[src/rtl/uart_pkg.sv]
// rtl/uart_pkg.sv - shared constants and state type for the UART transmit arbiter
package uart_pkg;

  localparam int CLK_PER_HALF_CYCLE = 542;
  localparam int DEF_BIT_CLKS       = 2 * (CLK_PER_HALF_CYCLE + 1);
  localparam int DEF_HOLD_CLKS      = 1100;
  localparam int DEF_FRAME_CLKS     = 12 * DEF_BIT_CLKS;

  typedef enum logic [1:0] {
    IDLE,
    HOLD,
    DRAIN
  } arb_state_t;

endpackage

[src/rtl/uart_tx_arbiter_if.sv]
// rtl/uart_tx_arbiter_if.sv - requester handshake and UART drive bundle
interface uart_tx_arbiter_if #(
  parameter int N_REQ = 4
);
  localparam int IDW = $clog2(N_REQ);

  logic [N_REQ-1:0]   req_valid;
  logic [8*N_REQ-1:0] req_data;
  logic [N_REQ-1:0]   req_ready;
  logic [IDW-1:0]     grant_id;
  logic [7:0]         tx_d;
  logic               tx_rdy;
  logic               busy;

  modport slave (
    input  req_valid, req_data,
    output req_ready, grant_id, tx_d, tx_rdy, busy
  );

  modport master (
    output req_valid, req_data,
    input  req_ready, grant_id, tx_d, tx_rdy, busy
  );
endinterface

[src/rtl/uart_tx_arbiter_rr_pick.sv]
// rtl/uart_tx_arbiter_rr_pick.sv - combinational round-robin selector
module rr_pick #(
  parameter int N_REQ = 4,
  localparam int IDW = $clog2(N_REQ)
) (
  input  logic [N_REQ-1:0] req,
  input  logic [IDW-1:0]   last,
  output logic [N_REQ-1:0] gnt,
  output logic             any
);

  // Search starts just after the last winner so it ends up with lowest priority.
  always_comb begin
    gnt = '0;
    any = 1'b0;
    for (int k = 1; k <= N_REQ; k++) begin
      if (!any && req[(int'(last) + k) % N_REQ]) begin
        gnt[(int'(last) + k) % N_REQ] = 1'b1;
        any = 1'b1;
      end
    end
  end

endmodule

[src/rtl/uart_tx_arbiter.sv]
// rtl/uart_tx_arbiter.sv - round-robin sharing of one UART transmitter with
// self-paced frames (IDLE -> HOLD with tx_rdy high -> DRAIN -> IDLE)
module uart_tx_arbiter
  import uart_pkg::*;
#(
  parameter int N_REQ      = 4,
  parameter int BIT_CLKS   = DEF_BIT_CLKS,
  parameter int HOLD_CLKS  = DEF_HOLD_CLKS,
  parameter int FRAME_CLKS = DEF_FRAME_CLKS
) (
  input  logic              clk_125MHz,
  input  logic              rst_n,
  uart_tx_arbiter_if.slave  bus
);

  localparam int IDW = $clog2(N_REQ);
  localparam int CW  = $clog2(FRAME_CLKS + 1);
  localparam logic [CW-1:0] HOLD_END  = CW'(HOLD_CLKS);
  localparam logic [CW-1:0] FRAME_END = CW'(FRAME_CLKS - 1);

  if (N_REQ < 2 || N_REQ > 8 || HOLD_CLKS < BIT_CLKS || HOLD_CLKS >= 11 * BIT_CLKS ||
      FRAME_CLKS < 11 * BIT_CLKS + 1) begin : g_bad_params
    $error("uart_tx_arbiter: parameter set violates frame pacing limits");
  end

  arb_state_t     state_q, state_d;
  logic [CW-1:0]  cnt_q, cnt_d;
  logic [IDW-1:0] last_q, last_d;
  logic [IDW-1:0] grant_q, grant_d;
  logic [7:0]     txd_q, txd_d;
  logic           txrdy_q, txrdy_d;

  logic [N_REQ-1:0] gnt;
  logic             any;
  logic [IDW-1:0]   win_idx;
  logic             accept;

  rr_pick #(.N_REQ(N_REQ)) u_pick (
    .req  (bus.req_valid),
    .last (last_q),
    .gnt  (gnt),
    .any  (any)
  );

  always_comb begin
    win_idx = '0;
    for (int i = 0; i < N_REQ; i++) begin
      if (gnt[i]) win_idx = IDW'(i);
    end
  end

  // Gated by rst_n so a reset cycle never looks like a completed handshake.
  assign accept        = (state_q == IDLE) && any && rst_n;
  assign bus.req_ready = accept ? gnt : '0;
  assign bus.grant_id  = grant_q;
  assign bus.tx_d      = txd_q;
  assign bus.tx_rdy    = txrdy_q;
  assign bus.busy      = (state_q != IDLE);

  always_comb begin
    state_d = state_q;
    cnt_d   = cnt_q;
    last_d  = last_q;
    grant_d = grant_q;
    txd_d   = txd_q;
    txrdy_d = txrdy_q;
    unique case (state_q)
      IDLE: begin
        if (accept) begin
          txd_d   = bus.req_data[{win_idx, 3'b000} +: 8];
          last_d  = win_idx;
          grant_d = win_idx;
          txrdy_d = 1'b1;
          cnt_d   = CW'(1);
          state_d = HOLD;
        end
      end
      HOLD: begin
        cnt_d = cnt_q + CW'(1);
        if (cnt_q == HOLD_END) begin
          txrdy_d = 1'b0;
          state_d = DRAIN;
        end
      end
      DRAIN: begin
        cnt_d = cnt_q + CW'(1);
        if (cnt_q == FRAME_END) state_d = IDLE;
      end
      default: state_d = DRAIN;
    endcase
  end

  // Reset lands in DRAIN so a frame the UART is still shifting can finish.
  always_ff @(posedge clk_125MHz) begin
    if (!rst_n) begin
      state_q <= DRAIN;
      cnt_q   <= '0;
      last_q  <= IDW'(N_REQ - 1);
      grant_q <= '0;
      txd_q   <= '0;
      txrdy_q <= 1'b0;
    end else begin
      state_q <= state_d;
      cnt_q   <= cnt_d;
      last_q  <= last_d;
      grant_q <= grant_d;
      txd_q   <= txd_d;
      txrdy_q <= txrdy_d;
    end
  end

endmodule

[src/flat_wrapper.sv]
// flat-port wrapper written by rule: the top's interface ports become plain ports
module uart_tx_arbiter_flat import uart_pkg::*;
#(
  parameter int N_REQ      = 4,
  parameter int BIT_CLKS   = DEF_BIT_CLKS,
  parameter int HOLD_CLKS  = DEF_HOLD_CLKS,
  parameter int FRAME_CLKS = DEF_FRAME_CLKS
)
  (clk_125MHz, rst_n, bus_req_valid, bus_req_data, bus_req_ready, bus_grant_id, bus_tx_d, bus_tx_rdy, bus_busy);
  uart_tx_arbiter_if #(.N_REQ(N_REQ)) bus_i ();
  input  logic clk_125MHz;
  input  logic rst_n;
  input wire logic [$bits(bus_i.req_valid)-1:0] bus_req_valid;
  input wire logic [$bits(bus_i.req_data)-1:0] bus_req_data;
  output wire logic [$bits(bus_i.req_ready)-1:0] bus_req_ready;
  output wire logic [$bits(bus_i.grant_id)-1:0] bus_grant_id;
  output wire logic [$bits(bus_i.tx_d)-1:0] bus_tx_d;
  output wire logic [$bits(bus_i.tx_rdy)-1:0] bus_tx_rdy;
  output wire logic [$bits(bus_i.busy)-1:0] bus_busy;
  assign bus_i.req_valid = bus_req_valid;
  assign bus_i.req_data = bus_req_data;
  assign bus_req_ready = bus_i.req_ready;
  assign bus_grant_id = bus_i.grant_id;
  assign bus_tx_d = bus_i.tx_d;
  assign bus_tx_rdy = bus_i.tx_rdy;
  assign bus_busy = bus_i.busy;
  uart_tx_arbiter #(.N_REQ(N_REQ), .BIT_CLKS(BIT_CLKS), .HOLD_CLKS(HOLD_CLKS), .FRAME_CLKS(FRAME_CLKS)) u_core (.clk_125MHz(clk_125MHz), .rst_n(rst_n), .bus(bus_i));
endmodule
[config.mk]
export PLATFORM = sky130hd
export DESIGN_NAME = uart_tx_arbiter_flat
export DESIGN_NICKNAME = d
export VERILOG_FILES = /design/src/rtl/uart_pkg.sv /design/src/rtl/uart_tx_arbiter_if.sv /design/src/rtl/uart_tx_arbiter_rr_pick.sv /design/src/rtl/uart_tx_arbiter.sv /design/src/flat_wrapper.sv
export SDC_FILE = /design/constraint.sdc
export NUM_CORES = 1
export LEC_CHECK = 0
export BUFFER_PORTS_ARGS = -buffer_cell sky130_fd_sc_hd__buf_2
export CORE_AREA = 2 2 77 79
export CTS_CLUSTER_DIAMETER = 200
export DETAILED_ROUTE_END_ITERATION = 10
export DIE_AREA = 0 0 79 81
export PLACE_DENSITY = 0.63
export SYNTH_ARGS = -nofsm -noshare
export SYNTH_HDL_FRONTEND = slang
export SYNTH_SLANG_ARGS = --single-unit
[constraint.sdc]
create_clock -name clk_125MHz -period 3 [get_ports clk_125MHz]
set_input_delay 0.3 -clock clk_125MHz [delete_from_list [all_inputs] [get_ports clk_125MHz]]
set_output_delay 0.3 -clock clk_125MHz [all_outputs]
set_load 0.02 [all_outputs]
==> results.md, run 1 <==
- Die Area: 0.006399 mm2
- Synth area leaders: dfxtp_1 27%, ha_1 7.6%, a31oi_1 5.0%, a21oi_1 3.8%, xor2_1 3.7%
- Final #Nets: 368
- Crit path kind: flop to primary output
- Synth Area in XOR/XNOR: 4.930%
- Crit. End Element: primary output
- # clock sinks: 29
- CP delay by family, top: flip-flops
- Yosys cell types: 54
- Largest net degree at the start of global routing: 21
- Final Hold Vio Count: 0
- Crit share post-route: 94.00%
- Synth top area share: 27.23%
- Clk buf depth: 2
- Final setup vio count: 0
- FF-to-FF path depth: 9
- LEAKAGE: 1.132 nW
- Clk Latency, worst-skew pair: 0.28 ns
- CP Cell Sequence: inv_1 -> ha_1 -> mux4_2 -> and3b_1 -> o21ai_4 -> a31oi_1 -> buf_2
- Post-DP HPWL: 4199 um
- Cells after DPL: 383
- Sequential fraction of the synthesis area: 27.23%
- Vias: 2161
- Minimum clock period: 2.820 ns
- Gr usage total: 17.58%
- Hold Path Class: primary input to flop
- Synth Warn #: 0
- CP Buf/Inv Count: 2
- Area share of fa/ha/maj cells after synthesis: 7.629%
- Final instance area: 0.002606 mm2
- Area delta synth->final: 22.24%
- Core box area: 0.005675 mm2
- Worst hold stages: 3
- Peak supply drop: 0.2431 mV
- Complex-gate fraction of the synthesized area: 26.29%
- Area leader, netlist: dfxtp_1
- Vias in the first global route: 2045
- Critical path's slowest cell: dfxtp_1
- Setup TNS: 0 ns
- Largest incremental delay on the critical path: 0.44 ns
- CTS Buf Count: 5
- List of most frequent post-synthesis cells: 29 x dfxtp_1, 20 x nand2_1, 19 x nor2_1, 17 x a31oi_1, 16 x a21oi_1
- Clock slew at reported path FFs: 0.07 ns
- Avg WL per Cell: 13.81 um
- Row count: 28
- Io pins: 54
- Cell Area, Synth: 0.002132 mm2
- Main combinational cell family by area after synthesis: compound AO/OA/AOI/OAI gates
- Ys flop type: dfxtp_1
- Clock skew: 0.008004 ns
- Pwr/cell area: 543.6 mW/mm2
- Status: finished, final reports clean
- Post-synth EDFFs: 0
- ANT nets after route: 0
- RSZ-0062 raised after global routing: no
- Pre-CTS setup slack: 0.2929 ns
- Share of cells above drive strength 1: 26.73%
- Seq cells post-synth: 29
- Clk root buf: clkbuf_8
- CP Launch Type: flop
- Max Clock Freq: 354.6 MHz
- Global-route wire length before repair: 9025 um
- WL final: 5427 um
- Final core utilization: 45.92%
- Min Hold Slack: 0.3009 ns
- Initial antenna violation count: 0
- Total power: 1.417 mW
- CTS tree: built
- Worst slew margin: 52.57%
- Critical path depth in cells: 7
- Synth Area per Inst: 8.200 um2
- Syn Nets: 311
- CP max FO: 10
- Maxcap violations: 0
- Least-Margin Pin Slew: 0.7067 ns
- Chip Height: 81 um
- Final routed DRC violation total: 0
- Post-synthesis async set-or-reset flop share: 0%
- Mux share of post-synthesis cell area: 5.810%
- Port buffer count: 53
- Initial core utilization: 37.57%
- 1st-iter DRT viols: 94
- DR vias/cell: 5.499
- Worst Path Required: 2.70 ns
- Grt total ovfl: 0
- Pre-antenna DRT Iters: 4
- Most numerous cell in the Yosys netlist: dfxtp_1
- Post-cts hold buffer count: 0
- Non-Filler Instances: 393
- Synth Area in Simple Gates: 22.24%
- Die Wd: 79 um
- H-tree levels: 2
- Placed instance area: 0.002475 mm2
- Worst Path Arrival: 2.52 ns
- Final GP Congestion: 0.8689
- Fin. max-slew vios: 0
- Antenna Cells: 0
- Final worst slack: 0.1800 ns
- Syn Inst Count: 260
cells in the final DEF (no fill, tap or decap), types with 5 or more instances in the layout:
master	synthesis	layout
dfxtp_1	29	28
o2111ai_1	8	8
o21ai_0	15	14
a21oi_1	16	16
nor3_1	10	10
xor2_1	9	9
a31oi_1	17	17
nand2_1	20	20
nor2b_1	5	5
nor2_1	19	19
o21ai_1	11	12
buf_2	1	53
nand3_1	7	7
buf_4	2	9
clkbuf_8	0	7
ha_1	13	13
inv_1	15	15
cell families after synthesis:
| group | count (synthesis) |
|---|---|
| and+or+nand+nor | 87 |
| muxes | 8 |
| xor gates and xnor gates | 12 |
| buffers and inverters | 27 |
| AOI/OAI and AO/OA | 84 |
| DFF | 29 |
| adders and majority gates | 13 |
worst reg2reg max path, delay by kind of cell, from the launching register on:
kind	cells	cell delay [ns]
AOI/OAI and AO/OA	4	0.61
adders and majority gates	1	0.40
buffers and inverters	2	0.36
DFF	1	0.44
muxes	1	0.39
and+or+nand+nor	1	0.35
final timing paths:
| kind | from | end | slack, ns |
|---|---|---|---|
| max | u_core.last_q[0] | bus_req_ready[1] | 0.18 |
| min | bus_req_data[26] | u_core.bus.tx_d[2] | 0.30 |
| max reg2reg | u_core.last_q[0] | u_core.bus.tx_d[2] | 0.37 |
| min reg2reg | u_core.bus.tx_rdy | u_core.bus.tx_rdy | 0.51 |
what timing repair did:
item / 4_1_cts / 5_1_grt
gates resized for setup: 0 / 4
buffers inserted: 0 / 2
setup endpoints to repair: 0 / 11
routing by layer:
layer / share of wire (%) / wire length [um] / GRT usage [%]
met1: 46 / 2474 / 21.50
met2: 48 / 2631 / 31.10
met3: 4.9 / 265 / 4.222
met4: 1.0 / 56 / 4.483
met5: 0 / 0 / 0
cell type report:
type                            instances  area [um2]
Clock buffer                            7       96.34
Inverter                               15       56.30
Sequential cell                        29       581.8
Multi-Input combinational cell        204        1440
Clock inverter                          1       5.005
Timing Repair Buffer                   62       332.8
Tap cell                               75       93.84
Fill cell                             597        3069
power by group:
part,switching (mW),internal [mW]
Combinational,0.345,0.245
Sequential,0.0397,0.438
Clock,0.143,0.207
sequential cells by signal, summed over array words and instances, names as in the netlist:
| name | count |
|---|---|
| u_core.bus.grant_id | 2 |
| u_core.bus.tx_d | 8 |
| u_core.bus.tx_rdy | 1 |
| u_core.cnt_q | 14 |
| u_core.last_q | 2 |
| u_core.state_q | 2 |
(Power assumes the default switching activity.)
==> run 2, diff against run 1 <==
Settings changed: CORE_AREA 2 2 77 79 to 2 2 69 71, DIE_AREA 0 0 79 81 to 0 0 71 73, PLACE_DENSITY 0.63 to 0.76.
==> run 2 against run 1 <==
Effect of this change:
- global-route usage grew 4.0 points
- clock skew shrank 0.00054 ns
- critical endpoint is now bus_req_ready[2]
- sequential power is essentially flat
- worst setup slack lost 0.0029 ns
- non-clock buffer count shrank 1
- clock power shrank 10%
- maximum frequency shrank 0.10%
- register-to-register slack is essentially flat
- highest routed layer unchanged
- combinational power shrank 3%
- final cell count shrank 5.6%
- critical path type unchanged
- routed wire length shrank 0.37%
==> results.md, run 2 (same netlist as run 1, synthesis figures left out) <==
- CTS Buf Count: 5 (unchanged)
- Worst Path Arrival: 2.52 ns (about the same)
- CP Cell Sequence: inv_1 -> ha_1 -> mux4_2 -> nor2b_1 -> a31oi_4 -> nor2_1 -> nor2_1 -> buf_2
- Pwr/cell area: 537.4 mW/mm2 (-1.1%)
- Peak supply drop: 0.2352 mV (-3.2%)
- Most common cell after layout, fill and taps aside: buf_2
- Critical path depth in cells: 8 (+1)
- Worst hold stages: 3 (unchanged)
- Total power: 1.367 mW (-3.5%)
- Port buffer count: 53 (unchanged)
- CP Buf/Inv Count: 2 (unchanged)
- Largest net degree at the start of global routing: 21 (unchanged)
- Logic gate share of total power: 42.0% (+0.4 points)
- Avg WL per Cell: 14.57 um (+5.5%)
- H-tree levels: 2 (unchanged)
- Share of cells above drive strength 1: 26.18% (-0.55 points)
- Minimum clock period: 2.823 ns (+0.002877 ns)
- Io pins: 54 (unchanged)
- Chip Height: 73 um (-9.9%)
- Final GP Congestion: 0.8894 (+2.4%)
- Hold Path Class: primary input to flop
- ANT nets after route: 0 (unchanged)
- Row count: 25 (-11%)
- Crit. End Element: primary output
- 1st-iter DRT viols: 85 (-9.6%)
- Die Area: 0.005183 mm2 (-19%)
- FF-to-FF path depth: 9 (unchanged)
- Clk root buf: clkbuf_8
- Area delta synth->final: 19.31%
- Most flops, register: u_core.cnt_q
- Least-Margin Pin Slew: 0.6358 ns (-0.07092 ns)
- Max Clock Freq: 354.3 MHz (-0.10%)
- Sw power: 0.5384 mW (+2.2%)
- Clock skew: 0.007459 ns (-0.0005448 ns)
- Vias in the first global route: 2007 (-1.9%)
- Worst Path Required: 2.70 ns (about the same)
- Core box area: 0.004536 mm2 (-20%)
- CP Launch Type: flop
- Initial antenna violation count: 0 (unchanged)
- Antenna Cells: 0 (unchanged)
- # clock sinks: 29 (unchanged)
- CTS tree: built
- Initial core utilization: 47.01% (+9.4 points)
- CP delay by family, top: simple AND/OR/NAND/NOR gates
- Cts repair resizes: 0 (unchanged)
- Clk buf depth: 2 (unchanged)
- Vias: 2149 (-0.56%)
- Critical path's slowest cell: dfxtp_2
- Crit share post-route: 94.09% (+0.096 points)
- Clk Latency, worst-skew pair: 0.29 ns (about the same)
- Largest incremental delay on the critical path: 0.41 ns (-0.03 ns)
- CP max FO: 10 (unchanged)
- Max reg flops: 14 (unchanged)
- WL final: 5407 um (-0.37%)
- Die Wd: 71 um (-10%)
- Crit path kind: flop to primary output
- Final Hold Vio Count: 0 (unchanged)
- Grt total ovfl: 0 (unchanged)
- RSZ-0062 raised after global routing: no
- Clock slew at reported path FFs: 0.07 ns (about the same)
- Part of the power in registers: 34.9% (+1.2 points)
- Global-route wire length before repair: 8990 um (-0.39%)
- Int Pwr: 0.8284 mW (-6.9%)
- Clock power share: 23.1% (-1.6 points)
- Setup TNS: 0 ns (unchanged)
- Pre-antenna DRT Iters: 4 (unchanged)
- Fin. max-slew vios: 0 (unchanged)
- Sw Ratio: 39.39% (+2.2 points)
- Most frequent cells in the layout: 53 x buf_2, 28 x dfxtp_1, 20 x nand2_1
- Gr usage total: 21.59% (+4.0 points)
- Final setup vio count: 0 (unchanged)
- Maxcap violations: 0 (unchanged)
- LEAKAGE: 1.114 nW (-1.6%)
- Post-cts hold buffer count: 0 (unchanged)
- Post-DP HPWL: 4089 um (-2.6%)
- Worst slew margin: 57.33% (+4.8 points)
- Postcts setup bufs: 0 (unchanged)
- DR vias/cell: 5.792 (+5.3%)
- Final routed DRC violation total: 0 (unchanged)
- Status: finished, final reports clean
- Final #Nets: 367 (-0.27%)
- Most common cell on crit path: nor2_1
-- run 2: layer usage --
layer  track usage, %  share of wire, %  vias to the layer above  wire length [um]
li1                 -                 -                     1068                 -
met1            25.70                43                     1019              2345
met2            38.73                50                       53              2728
met3            4.420               4.7                        9               254
met4            7.338               1.4                        0                78
met5                0                 0                        -                 0
-- run 2: through the flow --
| stage | instance area, um2 | util (%) | hold slack, ns | worst slack (ns) | instances |
|---|---|---|---|---|---|
| 2_1_floorplan | 2132 | - | 0.4751 | 0.5534 | 260 |
| 3_3_place_gp | 2456 | 54.15 | 0.4895 | 0.4343 | 363 |
| 3_5_place_dp | 2456 | 54.15 | 0.5013 | 0.3245 | 363 |
| 4_1_cts | 2542 | 56.06 | 0.2852 | 0.08040 | 371 |
| 5_1_grt | 2544 | 56.08 | 0.2972 | 0.08370 | 371 |
| 6_report | 2544 | 56.08 | 0.2915 | 0.1772 | 371 |
-- run 2: final cells by class --
class,instances,area [um2]
clock buffers,5,68.82
clock inverters,3,17.52
fillers,437,1992
inverters,15,56.30
multi-input cells,204,1426
flip-flops and latches,29,581.8
well taps,54,67.56
repair buffers,61,325.3
-- run 2: worst min-delay path: cells and delay by family --
family          cells  cell delay (ns)
compound gates      2             0.14
buf+inv             1             0.10
-- run 2: final timing paths --
kind,start,slack [ns],end
worst max-delay path,u_core.last_q[1],0.18,bus_req_ready[2]
worst min-delay path,bus_req_data[23],0.29,u_core.bus.tx_d[7]
worst max register to register,u_core.last_q[1],0.37,u_core.bus.tx_d[3]
worst min register to register,u_core.bus.tx_rdy,0.50,u_core.bus.tx_rdy
-- run 2: power groups by stage --
stage / clock (mW) / combinational [mW] / sequential (mW)
global route: 0.344 / 0.629 / 0.483
floorplan: 0 / 0.379 / 0.514
CTS: 0.324 / 0.572 / 0.476
global placement: 0 / 0.554 / 0.482
finish: 0.315 / 0.574 / 0.477
detailed placement: 0 / 0.570 / 0.482
==> run 3, diff against run 2 <==
Clock period 3 ns to 3.4 ns, I/O delays scaled along.
==> run 3 against run 2 <==
Effect of this change:
- worst setup slack improved by 0.22 ns
- utilization decreased by 0.28 points
- clock power decreased by 14%
- worst hold slack improved by 0.038 ns
- via count decreased by 2.0%
- power decreased by 13%
- largest cell class unchanged
- final cell count decreased by 0.27%
- critical path depth unchanged
- global-route usage decreased by 0.41 points
==> results.md, run 3 (same netlist as run 1, synthesis figures left out) <==
- Post-cts hold buffer count: 0 (unchanged)
- Row count: 25 (unchanged)
- Most frequent cells in the layout: 53 x buf_2, 29 x dfxtp_1, 20 x nand2_1
- Pre-CTS setup slack: 0.6236 ns (+0.2991 ns)
- Most common cell after layout, fill and taps aside: buf_2
- Final #Nets: 366 (-0.27%)
- Io pins: 54 (unchanged)
- Core box area: 0.004536 mm2 (unchanged)
- Clock power share: 22.8% (-0.3 points)
- Worst Path Arrival: 2.66 ns (+0.14 ns)
- DR vias/cell: 5.695 (-1.7%)
- RSZ-0062 raised after global routing: no
- CP Cell Sequence: inv_1 -> ha_1 -> mux4_2 -> nor2b_1 -> a31oi_4 -> nor2_1 -> nor2_1 -> buf_2
- Crit path kind: flop to primary output
- Port buffer count: 53 (unchanged)
- Part of the power in registers: 35.1% (+0.2 points)
- Most flops, register: u_core.cnt_q
- # clock sinks: 29 (unchanged)
- CP max FO: 10 (unchanged)
- Least-Margin Pin Slew: 0.5991 ns (-0.03667 ns)
- Largest incremental delay on the critical path: 0.48 ns (+0.07 ns)
- Worst hold stages: 3 (unchanged)
- Status: finished, final reports clean
- Final GP Congestion: 0.9485 (+6.6%)
- Area delta synth->final: 18.72%
- Initial core utilization: 47.01% (unchanged)
- Fin. max-slew vios: 0 (unchanged)
- 1st-iter DRT viols: 115 (+35%)
- FF-to-FF path depth: 10 (+1)
- Die Wd: 71 um (unchanged)
- Total power: 1.192 mW (-13%)
- Maxcap violations: 0 (unchanged)
- Hold Path Class: primary input to flop
- Vias in the first global route: 2073 (+3.3%)
- Vias: 2107 (-2.0%)
- Final setup vio count: 0 (unchanged)
- Reg2reg setup slack: 0.57 ns (+0.20 ns)
- Pwr/cell area: 471.0 mW/mm2 (-12%)
- R2R Path End: u_core.bus.tx_d[2]
- Critical path's slowest cell: dfxtp_1
- Die Area: 0.005183 mm2 (unchanged)
- Avg WL per Cell: 14.40 um (-1.2%)
- ANT nets after route: 0 (unchanged)
- Hold Startpoint: bus_req_data[24]
- Chip Height: 73 um (unchanged)
- Largest net degree at the start of global routing: 21 (unchanged)
- CTS tree: built
- CP Launch Type: flop
- LEAKAGE: 1.111 nW (-0.26%)
- Peak supply drop: 0.1974 mV (-16%)
- Initial antenna violation count: 0 (unchanged)
- Final Hold Vio Count: 0 (unchanged)
- Worst slew margin: 59.69% (+2.4 points)
- Setup TNS: 0 ns (unchanged)
- H-tree levels: 2 (unchanged)
- Grt total ovfl: 0 (unchanged)
- Crit share post-route: 88.27%
- Clk Latency, worst-skew pair: 0.29 ns (about the same)
- CP delay by family, top: flip-flops
- Pre-antenna DRT Iters: 4 (unchanged)
- Sw power: 0.4642 mW (-14%)
- Cts repair resizes: 0 (unchanged)
- Clk buf depth: 2 (unchanged)
- Crit. End Element: primary output
- CTS Buf Count: 5 (unchanged)
- Sw Ratio: 38.93% (-0.46 points)
- CP Buf/Inv Count: 2 (unchanged)
- Clock slew at reported path FFs: 0.06 ns (about the same)
- Gr usage total: 21.18% (-0.41 points)
- Postcts setup bufs: 0 (unchanged)
- Post-DP HPWL: 4010 um (-1.9%)
- Final worst slack: 0.3987 ns (+0.2215 ns)
- Global-route wire length before repair: 8832 um (-1.8%)
- WL final: 5329 um (-1.4%)
- Final routed DRC violation total: 0 (unchanged)
- Minimum clock period: 3.001 ns
- Clk root buf: clkbuf_8
- Max Clock Freq: 333.2 MHz
- Clock skew: 0.006203 ns (-0.001257 ns)
- Antenna Cells: 0 (unchanged)
- Worst hold endpoint: u_core.bus.tx_d[0]
- RR Startpoint: u_core.last_q[1]
- Share of cells above drive strength 1: 25.32% (-0.87 points)
- Most common cell on crit path: nor2_1
- Logic gate share of total power: 42.1% (about the same)
- Max reg flops: 14 (unchanged)
- Worst Path Required: 3.06 ns (+0.36 ns)
- Int Pwr: 0.7281 mW (-12%)
## run 3: cell types whose count changed in the layout (fill, tap and decap cells not counted)
cell and change:
dfxtp_1 +1, clkbuf_1 +1, dfxtp_2 -1, buf_4 -1, clkinvlp_4 -1
## run 3: tightest hold or removal path: stages
cell	delay [ns]
buf_2	0.07
a21oi_1	0.05
a31oi_1	0.12
## run 3: cell type report
| cell class | count | area (um2) |
|---|---|---|
| fillers | 438 | 2004 |
| multi-input cells | 204 | 1426 |
| flip-flops and latches | 29 | 580.6 |
| repair buffers | 60 | 317.8 |
| clock buffers | 6 | 72.57 |
| well taps | 54 | 67.56 |
| inverters | 15 | 56.30 |
| clock inverters | 2 | 10.01 |
## run 3: power by group through the flow
stage | clock, mW | combinational [mW] | sequential (mW)
4_1_cts | 0.279 | 0.500 | 0.418
3_5_place_dp | 0 | 0.498 | 0.425
6_report | 0.272 | 0.501 | 0.418
2_1_floorplan | 0 | 0.334 | 0.454
3_3_place_gp | 0 | 0.487 | 0.424
5_1_grt | 0.293 | 0.555 | 0.426
## run 3: worst max-delay path by stage
stage | to | slack, ns | cells after the start | startpoint
2_1_floorplan | bus_req_ready[2] | 0.91 | 8 | u_core.last_q[0]
3_3_place_gp | u_core.last_q[0] | 0.80 | 8 | u_core.last_q[1]
3_5_place_dp | u_core.bus.tx_d[2] | 0.62 | 10 | u_core.last_q[1]
4_1_cts | bus_req_ready[2] | 0.43 | 8 | u_core.last_q[1]
5_1_grt | bus_req_ready[1] | 0.27 | 7 | u_core.last_q[1]
6_report | bus_req_ready[2] | 0.40 | 8 | u_core.last_q[1]
## run 3: stage by stage
| step | std cells | hold slack, ns | util (%) | cell area, um2 |
|---|---|---|---|---|
| floorplan | 260 | 0.4780 | - | 2132 |
| global placement | 362 | 0.4839 | 53.99 | 2449 |
| detailed placement | 362 | 0.4912 | 53.99 | 2449 |
| CTS | 370 | 0.3285 | 55.81 | 2531 |
| global route | 370 | 0.3408 | 55.81 | 2531 |
| finish | 370 | 0.3299 | 55.81 | 2531 |
## run 3: layer usage
layer,part of all wire (%),track usage (%),up-vias
met5,0,0,-
met4,2.7,9.434,0
met3,5.4,4.558,15
met2,47,35.72,70
met1,45,26.04,953
li1,-,-,1069
